## config.mk

```make
export PLATFORM = sky130hd
export DESIGN_NAME = vrased_mon_flat
export DESIGN_NICKNAME = d
export VERILOG_FILES = /design/src/rtl/vrased_mon_pkg.sv /design/src/rtl/vrased_mon_if.sv /design/src/rtl/vrased_region_chk.sv /design/src/rtl/vrased_mon.sv /design/src/flat_wrapper.sv
export SDC_FILE = /design/constraint.sdc
export NUM_CORES = 1
export LEC_CHECK = 0
export BUFFER_PORTS_ARGS = -buffer_cell sky130_fd_sc_hd__buf_2
export CAP_MARGIN = 5
export CORE_MARGIN = 10
export CORE_UTILIZATION = 35
export CTS_BUF_LIST = sky130_fd_sc_hd__clkbuf_8
export DETAILED_ROUTE_END_ITERATION = 8
export MAX_ROUTING_LAYER = met4
export SYNTH_ARGS = -nofsm -noshare
export SYNTH_HDL_FRONTEND = slang
export SYNTH_SLANG_ARGS = --single-unit
```

## constraint.sdc

```tcl
create_clock -name clk -period 4.15 [get_ports clk]
set_clock_uncertainty 0.2 [all_clocks]
set_input_delay 0.2075 -clock clk [delete_from_list [all_inputs] [get_ports clk]]
set_output_delay 0.2075 -clock clk [all_outputs]
set_load 0.005 [all_outputs]
```

## src/rtl/vrased_mon_pkg.sv

```systemverilog
// vrased_mon_pkg: shared FSM state encoding and violation-cause bit layout for vrased_mon
package vrased_mon_pkg;
  typedef enum logic [1:0] {OUTSIDE = 2'd0, INSIDE = 2'd1, KILL = 2'd2} state_t;
  localparam int CAUSE_W = 6;
  localparam int C_ATOM_ENTRY = 0;
  localparam int C_ATOM_EXIT = 1;
  localparam int C_IRQ = 2;
  localparam int C_DMA_SMEM = 3;
  localparam int C_CPU_REG = 4;
  localparam int C_DMA_REG = 5;
  typedef logic [CAUSE_W-1:0] cause_t;
endpackage

```

## src/rtl/vrased_mon_if.sv

```systemverilog
// vrased_mon_if: observed CPU/DMA/irq bus plus monitor outputs; VRASED_MON_LOG_EN adds viol_cause/viol_cnt
interface vrased_mon_if;
  import vrased_mon_pkg::*;
  logic [15:0] pc, data_addr, dma_addr;
  logic data_en, data_wr, dma_en, irq, reset;
`ifdef VRASED_MON_LOG_EN
  cause_t viol_cause;
  logic [7:0] viol_cnt;
`endif
  modport master (
    output pc, data_en, data_wr, data_addr, dma_en, dma_addr, irq,
    input reset
`ifdef VRASED_MON_LOG_EN
    , input viol_cause, viol_cnt
`endif
  );
  modport slave (
    input pc, data_en, data_wr, data_addr, dma_en, dma_addr, irq,
    output reset
`ifdef VRASED_MON_LOG_EN
    , output viol_cause, viol_cnt
`endif
  );
endinterface

```

## src/rtl/vrased_region_chk.sv

```systemverilog
// vrased_region_chk: inclusive [BASE, BASE+SIZE] hit test, compared at 17 bits so the top never wraps
module vrased_region_chk #(
  parameter logic [15:0] BASE = 16'h0000,
  parameter logic [15:0] SIZE = 16'h0000
) (
  input  logic [15:0] addr,
  output logic        hit
);
  assign hit = addr >= BASE && {1'b0, addr} <= {1'b0, BASE} + {1'b0, SIZE};
endmodule

```

## src/rtl/vrased_mon.sv

```systemverilog
// vrased_mon: VRASED monitor FSM driving a held, registered MCU reset; VRASED_MON_LOG_EN adds cause/count logging
module vrased_mon
  import vrased_mon_pkg::*;
#(
  parameter int                 NREG          = 4,
  parameter logic [16*NREG-1:0] REG_BASE      = {16'hFFC0, 16'h1800, 16'h0B00, 16'h6A00},
  parameter logic [16*NREG-1:0] REG_SIZE      = {16'h001F, 16'h001F, 16'h0C00, 16'h001F},
  parameter logic [NREG-1:0]    REG_RO        = 4'b0001,
  parameter logic [15:0]        SMEM_BASE     = 16'hA100,
  parameter logic [15:0]        SMEM_LAST     = 16'hBFFE,
  parameter logic [15:0]        RESET_HANDLER = 16'h0000,
  parameter int                 HOLD_CYC      = 4
) (
  input logic         clk,
  input logic         rst,
  vrased_mon_if.slave bus
);
  state_t state, nxt;
  cause_t cause;
  logic [NREG-1:0] cpu_hit, dma_hit;
  logic [15:0] pc_prev;
  logic [7:0] hold;
  logic in_smem, reset_q;
  for (genvar i = 0; i < NREG; i++) begin : g_reg
    vrased_region_chk #(.BASE(REG_BASE[16*i+:16]), .SIZE(REG_SIZE[16*i+:16])) u_cpu (
      .addr(bus.data_addr), .hit(cpu_hit[i]));
    vrased_region_chk #(.BASE(REG_BASE[16*i+:16]), .SIZE(REG_SIZE[16*i+:16])) u_dma (
      .addr(bus.dma_addr), .hit(dma_hit[i]));
  end
  // classify this cycle's accesses into cause bits and pick the next monitor state
  always_comb begin
    in_smem = bus.pc >= SMEM_BASE && bus.pc <= SMEM_LAST;
    cause = '0;
    cause[C_ATOM_ENTRY] = state == OUTSIDE && in_smem && bus.pc != SMEM_BASE;
    cause[C_ATOM_EXIT] = state == INSIDE && !in_smem && pc_prev != SMEM_LAST;
    cause[C_IRQ] = state == INSIDE && bus.irq;
    cause[C_DMA_SMEM] = state == INSIDE && bus.dma_en;
    cause[C_CPU_REG] = state != KILL && bus.data_en &&
                       |(cpu_hit & ({NREG{!in_smem}} | ({NREG{bus.data_wr}} & REG_RO)));
    cause[C_DMA_REG] = state != KILL && bus.dma_en && |dma_hit;
    nxt = |cause ? KILL :
          state == OUTSIDE ? (bus.pc == SMEM_BASE ? INSIDE : OUTSIDE) :
          state == INSIDE ? (in_smem ? INSIDE : OUTSIDE) :
          (hold == 8'd0 && bus.pc == RESET_HANDLER) ? OUTSIDE : KILL;
  end
  // state, hold counter (reloaded while not killed), registered reset and previous pc
  always_ff @(posedge clk or posedge rst)
    if (rst) begin
      state <= KILL;
      hold <= 8'(HOLD_CYC);
      reset_q <= 1'b1;
      pc_prev <= RESET_HANDLER;
    end else begin
      state <= nxt;
      hold <= state != KILL ? 8'(HOLD_CYC) : hold - {7'd0, hold != 8'd0};
      reset_q <= nxt == KILL;
      pc_prev <= state == KILL ? RESET_HANDLER : bus.pc;
    end
  assign bus.reset = reset_q;
`ifdef VRASED_MON_LOG_EN
  cause_t cause_q;
  logic [7:0] cnt_q;
  // capture the cause set and bump the saturating count on each entry into KILL
  always_ff @(posedge clk or posedge rst)
    if (rst) begin
      cause_q <= '0;
      cnt_q <= '0;
    end else if (state != KILL && nxt == KILL) begin
      cause_q <= cause;
      cnt_q <= cnt_q + {7'd0, cnt_q != 8'hFF};
    end
  assign bus.viol_cause = cause_q;
  assign bus.viol_cnt = cnt_q;
`endif
endmodule
```

## src/flat_wrapper.sv

```systemverilog
// flat-port wrapper written by rule: the top's interface ports become plain ports
module vrased_mon_flat import vrased_mon_pkg::*;
#(
  parameter int                 NREG          = 4,
  parameter logic [16*NREG-1:0] REG_BASE      = {16'hFFC0, 16'h1800, 16'h0B00, 16'h6A00},
  parameter logic [16*NREG-1:0] REG_SIZE      = {16'h001F, 16'h001F, 16'h0C00, 16'h001F},
  parameter logic [NREG-1:0]    REG_RO        = 4'b0001,
  parameter logic [15:0]        SMEM_BASE     = 16'hA100,
  parameter logic [15:0]        SMEM_LAST     = 16'hBFFE,
  parameter logic [15:0]        RESET_HANDLER = 16'h0000,
  parameter int                 HOLD_CYC      = 4
)
  (clk, rst, bus_pc, bus_data_en, bus_data_wr, bus_data_addr, bus_dma_en, bus_dma_addr, bus_irq, bus_reset);
  vrased_mon_if bus_i ();
  input logic clk;
  input logic rst;
  input wire logic [$bits(bus_i.pc)-1:0] bus_pc;
  input wire logic [$bits(bus_i.data_en)-1:0] bus_data_en;
  input wire logic [$bits(bus_i.data_wr)-1:0] bus_data_wr;
  input wire logic [$bits(bus_i.data_addr)-1:0] bus_data_addr;
  input wire logic [$bits(bus_i.dma_en)-1:0] bus_dma_en;
  input wire logic [$bits(bus_i.dma_addr)-1:0] bus_dma_addr;
  input wire logic [$bits(bus_i.irq)-1:0] bus_irq;
  output wire logic [$bits(bus_i.reset)-1:0] bus_reset;
  assign bus_i.pc = bus_pc;
  assign bus_i.data_en = bus_data_en;
  assign bus_i.data_wr = bus_data_wr;
  assign bus_i.data_addr = bus_data_addr;
  assign bus_i.dma_en = bus_dma_en;
  assign bus_i.dma_addr = bus_dma_addr;
  assign bus_i.irq = bus_irq;
  assign bus_reset = bus_i.reset;
  vrased_mon #(.NREG(NREG), .REG_BASE(REG_BASE), .REG_SIZE(REG_SIZE), .REG_RO(REG_RO), .SMEM_BASE(SMEM_BASE), .SMEM_LAST(SMEM_LAST), .RESET_HANDLER(RESET_HANDLER), .HOLD_CYC(HOLD_CYC)) u_core (.clk(clk), .rst(rst), .bus(bus_i));
endmodule
```

==> summary.md, run 1 <==
| Metric | Value |
|---|---|
| DRT Pass-1 Iters | 4 |
| YS warnings | 0 |
| Critical path type | in2reg |
| H-tree Lvls | 1 |
| Slew HR | 0.351 |
| Status | completed |
| #FFs+latches synth | 27 |
| Setup crit start kind | input pin |
| Drc violations | 0 |
| Row count | 23 |
| GRT Max-Usage Layer | met2 |
| Worst Path Max Fanout | 3 |
| CTS tree | built |
| Proportion of layout cells with a drive suffix above 1 | 0.283 |
| Syn-to-layout area delta | 34.7% |
| Worst-margin pin slew | between 0.9 and 1 ns |
| Worst vdd ir | 0.168 mV |
| Mapped Nets | about 220 |
| Worst setup EP type | register |
| Fin. Hold Viols | 0 |
| All-Layer GR Usage | 0.109 |
| Lkg Pwr | just over 0.9 nW |
| Unrepaired setup endpoints after global routing | false |
| Hold Path Class | in2reg |
| DR iter-0 viols | 84 |
| Slew Limit Fails | 0 |
| Pwr/cell area | roughly 340 mW/mm^2 |
| # clock sinks | 27 |
| Core box area | 0.00412 mm^2 |
| Fmax | 471 MHz |
| M2 GR Usage | 0.162 |
| Syn avg cell area | 9.62 um^2 |
| Reg clk slew, reported paths | roughly 0.090 ns |
| Netlist cell types | 41 |
| Total setup buffers inserted after CTS | 0 |
| Initial core utilization | 0.372 |
| CTS buffer count | 3 |
| GPL Wtd Cong | roughly 0.79 |
| Commonest non-fill, non-tap cells in the layout | buf_2 (54), dfrtp_1 (24), and2_1 (16), dlygate4sd3_1 (16) |
| Post-route core utilization | 0.501 |
| Tmin final | roughly 2.1 ns |
| Cell area after layout | approximately 0.002 mm^2 |
| Number of vias in the routed layout | 1456 |
| Vias per std cell | ~5.2 |
| # diodes | 0 |
| Total congestion overflow | 0 |
| Max_cap viols | 0 |
| Number of port buffers | between 50 and 60 |
| Met1 Resource Use GR | 0.139 |
| HPWL Detailed | between 3000 and 4000 um |
| Ports | 55 |
| Die area | 0.00742 mm^2 |
| Grt met3 use | 0.0246 |
| DRT antenna net count | 0 |
| Largest net degree at the start of global routing | 28 |
| Initial antenna violation count | 0 |
| WL final | slightly below 4000 um |
| Critical Path RT | 4.13 ns |
| Tcrit/Tclk final | 0.511 |
| Clock Latency Late Sink | ~0.28 ns |
| Post-synthesis sequential area ratio | 0.444 |
| Final nets | 287 |
| CTS root buf | clkbuf_8 |
| Most common cell after layout, fill and taps aside | buf_2 |
| Die Ht | about 86 um |
| Clock Path Buffers | 2 |
| # setup viols final | 0 |
| Setup tns final | 0 ns |
| Power Total | ~0.70 mW |
| Number of global-route vias before repair | around 1500 |
| Die W | between 80 and 90 um |
| Netlist Area Pre-Place | 0.00153 mm^2 |
| Post-Synthesis Cells | ~160 |
| First-pass GRT wire length | roughly 6600 um |
| Dpl cell area | between 0.0015 and 0.002 mm^2 |
| CP arrival | approximately 2.1 ns |
| Average wire per standard cell | roughly 14 um |
==> cells by family (layout without fill, tap and decap cells) <==
family | count (synthesis) | after routing | synth area share
xor gates and xnor gates | 8 | 8 | 0.0458
adders and majority gates | 2 | 2 | 0.0164
DFF | 27 | 27 | 0.444
buffers and inverters | 8 | 79 | 0.0196
and+or+nand+nor | 91 | 91 | 0.356
AOI/OAI and AO/OA | 23 | 23 | 0.119
==> metal layers <==
metal | vias up | share of wire
li1 | 747 | -
met2 | 45 | 0.44
met5 | - | 0
met4 | 0 | 0.016
met1 | 659 | 0.49
met3 | 5 | 0.051
==> where the power goes <==
group	leakage (nW)	internal, mW	switching (mW)
Sequential	0.354	0.313	0.0320
Combinational	0.537	0.105	0.105
Clock	0.0217	0.0681	0.0818
Total	0.913	0.486	0.219
==> registers in the layout (all words and copies together), names as in the netlist <==
signal	cells
u_core.bus.reset	1
u_core.hold	8
u_core.pc_prev	16
u_core.state	2
==> final cells by class <==
| cell class | instances | area (um^2) |
|---|---|---|
| clock inverters | 1 | 7.51 |
| repair buffers | 70 | 430 |
| clock buffers | 3 | 41.3 |
| multi-input cells | 124 | 821 |
| fillers | 378 | 2050 |
| well taps | 50 | 62.6 |
| inverters | 5 | 18.8 |
| flip-flops and latches | 27 | 679 |
==> cells in the mapped netlist <==
master / number / area [um^2]
or3_1: 3 / 18.8
a2bb2oi_1: 1 / 8.76
nand4_1: 7 / 43.8
nand2_1: 5 / 18.8
nor4_1: 8 / 50.1
dfrtp_1: 24 / 601
o32a_1: 1 / 10.0
clkbuf_1: 3 / 11.3
and2_2: 1 / 7.51
o31a_1: 1 / 8.76
nor4_2: 1 / 12.5
or4_1: 1 / 7.51
a31o_2: 1 / 8.76
ha_1: 2 / 25.0
nor3_2: 1 / 10.0
nor3_1: 7 / 35.0
nand3b_1: 1 / 7.51
dfstp_2: 3 / 78.8
and3_1: 1 / 6.26
o32ai_1: 1 / 8.76
a21o_1: 1 / 7.51
nand3_1: 12 / 60.1
o211a_1: 1 / 10.0
nor2_1: 12 / 45.0
a21oi_1: 2 / 10.0
a2111oi_0: 1 / 8.76
xnor2_1: 2 / 17.5
a32o_1: 1 / 10.0
a211o_1: 2 / 17.5
nand2b_1: 3 / 18.8
a31oi_1: 2 / 12.5
nand4b_1: 3 / 26.3
xor2_1: 6 / 52.6
and4b_1: 1 / 10.0
and4_1: 1 / 8.76
nor3b_1: 3 / 22.5
nor4b_1: 4 / 35.0
a211oi_1: 2 / 15.0
o211ai_1: 6 / 45.0
inv_1: 5 / 18.8
and2_1: 16 / 100
==> critical path: stages <==
cell and delay, ns:
dlygate4sd3_1 0.53, buf_2 0.14, nor4_2 0.36, nand4_1 0.20
o31a_1 0.32, a31oi_1 0.20, o211ai_1 0.14
==> stage by stage <==
step                hold WS, ns  std cells  setup WS, ns
finish                   0.0228        280          2.03
global route             0.0369        280          1.89
CTS                     0.00266        279          2.04
detailed placement        0.258        260          2.22
global placement          0.259        260          2.26
floorplan                0.0580        159          2.37
==> worst paths after layout <==
kind	startpoint	to	slack (ns)	depth (start not counted)
setup / recovery	bus_pc[11]	u_core.state[1]	2.03	7
hold / removal	bus_pc[8]	u_core.pc_prev[8]	0.02	2
setup reg to reg	u_core.hold[2]	u_core.hold[6]	2.23	7
hold reg to reg	u_core.hold[7]	u_core.hold[7]	0.36	2
max in group asynchronous	rst	u_core.pc_prev[6]	2.64	3
min in group asynchronous	rst	u_core.pc_prev[15]	0.50	3
==> repair_timing <==
action                    4_1_cts  5_1_grt
gates resized for setup         0        0
hold endpoints to repair       38        1
hold buffers                   15        1
Power figures use the tool's default switching activity.
==> run 2: changes to the inputs <==
- clock period: 4.15 -> 2.1 ns (I/O delays scaled with it)
==> summary.md, run 2 (synthesis results as in run 1) <==
| Metric | Value |
|---|---|
| Syn-to-layout area delta | 39.7% |
| Die W | 86.1 um (unchanged) |
| Hold Path Class | in2reg |
| Worst-margin pin slew | 0.407 ns (-0.565 ns) |
| Setup crit start kind | input pin |
| Hold path startpoint | bus_data_wr |
| Slew HR | 0.728 (+0.377) |
| R2R Path Start | u_core.hold[4] |
| Number of global-route vias before repair | 1626 (+5.9%) |
| Worst vdd ir | 0.339 mV (+100%) |
| Status | completed |
| Worst Path Max Fanout | 3 (unchanged) |
| Setup tns final | 0 ns (unchanged) |
| Pwr/cell area | 673 mW/mm^2 (+97%) |
| Worst r2r dst | u_core.hold[6] |
| Initial core utilization | 0.372 (unchanged) |
| DRT Pass-1 Iters | 4 (unchanged) |
| H-tree Lvls | 1 (unchanged) |
| Average wire per standard cell | 14.8 um (+5.1%) |
| Total congestion overflow | 0 (unchanged) |
| Crit-path leading delay family | buffers and inverters |
| WP depth | 7 (unchanged) |
| Row count | 23 (unchanged) |
| Number of port buffers | 54 (unchanged) |
| Lkg Pwr | 0.940 nW (+3.0%) |
| Unrepaired setup endpoints after global routing | false |
| DRT antenna net count | 0 (unchanged) |
| # clock sinks | 27 (unchanged) |
| WL final | 4210 um (+7.0%) |
| DR iter-0 viols | 56 (-33%) |
| HPWL Detailed | 3270 um (+3.2%) |
| Vias per std cell | 5.29 (+1.8%) |
| Most flop-heavy register | u_core.pc_prev |
| Drc violations | 0 (unchanged) |
| CTS tree | built |
| Worst setup EP type | register |
| CP arrival | 1.98 ns (-0.12 ns) |
| Fillers | 389 (+2.9%) |
| Final nets | 292 (+1.7%) |
| Tcrit/Tclk final | 0.942 |
| All-Layer GR Usage | 0.116 (+0.00661) |
| Fmax | about 510 MHz |
| Number of vias in the routed layout | 1509 (+3.6%) |
| Initial antenna violation count | 0 (unchanged) |
| Clock Path Buffers | 2 (unchanged) |
| Critical Path RT | 2.10 ns (-2.03 ns) |
| Slowest CP cell | dlygate4sd3_1 |
| CTS buffer count | 3 (unchanged) |
| Max reg flops | 16 (unchanged) |
| Tmin final | slightly below 2 ns |
| Worst Hold End | u_core.bus.reset |
| Proportion of layout cells with a drive suffix above 1 | 0.298 (+0.0153) |
| Largest stage delay on the critical path | 0.54 ns (about the same) |
| Buffers & Inverters on Critical Path | 2 (unchanged) |
| Core box area | 0.00412 mm^2 (unchanged) |
| Largest regs | u_core.pc_prev (16), u_core.hold (8), u_core.state (2) |
| Dpl cell area | 0.00187 mm^2 (+0.81%) |
| Worst hold path depth | 5 (+3) |
| Reg2reg path depth | 7 (unchanged) |
| Clock Latency Late Sink | 0.27 ns (about the same) |
| Total setup buffers inserted after CTS | 0 (unchanged) |
| Fin. Hold Viols | 0 (unchanged) |
| Most common cell after layout, fill and taps aside | buf_2 |
| Critical path, cell by cell | dlygate4sd3_1 > buf_2 > nor4_4 > nand4_1 > o31a_1 > a31oi_2 > o211ai_1 |
| Die area | 0.00742 mm^2 (unchanged) |
| # diodes | 0 (unchanged) |
| Largest net degree at the start of global routing | 28 (unchanged) |
| Ports | 55 (unchanged) |
| Die Ht | 86.1 um (unchanged) |
| Commonest non-fill, non-tap cells in the layout | buf_2 (54), dfrtp_1 (24), dlygate4sd3_1 (19) |
| Critical path type | in2reg |
| GPL Wtd Cong | 0.813 (+3.1%) |
| # setup viols final | 0 (unchanged) |
| Cell area after layout | 0.00214 mm^2 (+3.8%) |
| CTS root buf | clkbuf_8 |
| Slew Limit Fails | 0 (unchanged) |
| Reg-to-reg setup timing slack | 0.18 ns (-2.05 ns) |
| Reg clk slew, reported paths | 0.09 ns (about the same) |
| First-pass GRT wire length | 7050 um (+6.7%) |
| Max_cap viols | 0 (unchanged) |
==> run 2: report_power, final <==
| part | internal, mW | switching [mW] |
|---|---|---|
| logic | 0.226 | 0.220 |
| clock network | 0.135 | 0.162 |
| registers | 0.620 | 0.0762 |
==> run 2: worst max path at each step <==
stage,from,to,slack (ns)
detailed placement,u_core.hold[2],u_core.hold[6],0.18
global placement,u_core.hold[4],u_core.hold[6],0.21
CTS,bus_pc[11],u_core.state[0],0.08
floorplan,u_core.hold[2],u_core.hold[6],0.32
global route,bus_pc[11],u_core.bus.reset,0.02
finish,bus_pc[11],u_core.state[1],0.12
==> run 2: area by class of cell <==
cell class                 instances  area, um^2  share of cell area
multi-input combinational        124         853               0.399
sequential                        27         679               0.318
timing repair buffer              75         475               0.222
tap                               50        62.6              0.0293
clock buffer                       3        41.3              0.0193
inverter                           5        18.8             0.00878
clock inverter                     1        7.51             0.00351
==> run 2: worst reg2reg max path: cells and delay by family, from the launching register on <==
kind | cells | cell delay [ns]
xor+xnor | 1 | 0.17
fa+ha+maj | 2 | 0.48
flops | 1 | 0.43
simple gates | 4 | 0.52
==> run 2: what timing repair did <==
item | in CTS | in global routing
endpoints found under the hold margin | 46 | 0
setup endpoints to repair | 0 | 4
hold buffers | 19 | 0
resized for setup | 0 | 5
==> run 2: routing by layer <==
layer	vias up	GRT usage	part of all wire	routed length [um]
met3	5	0.0199	0.041	173
met1	701	0.146	0.48	2010
met2	45	0.178	0.46	1950
li1	758	-	-	-
met5	-	-	0	0
met4	0	0.0449	0.015	63
==> run 2: through the flow <==
stage	total power [mW]	util	hold WS, ns	setup slack, ns	instances
2_1_floorplan	0.953	-	-0.0445	0.318	159
3_3_place_gp	1.09	0.454	-0.0257	0.208	262
3_5_place_dp	1.10	0.454	-0.0219	0.179	262
4_1_cts	1.43	0.512	0.149	0.0755	285
5_1_grt	1.54	0.520	0.205	0.0198	285
6_report	1.44	0.520	0.134	0.121	285
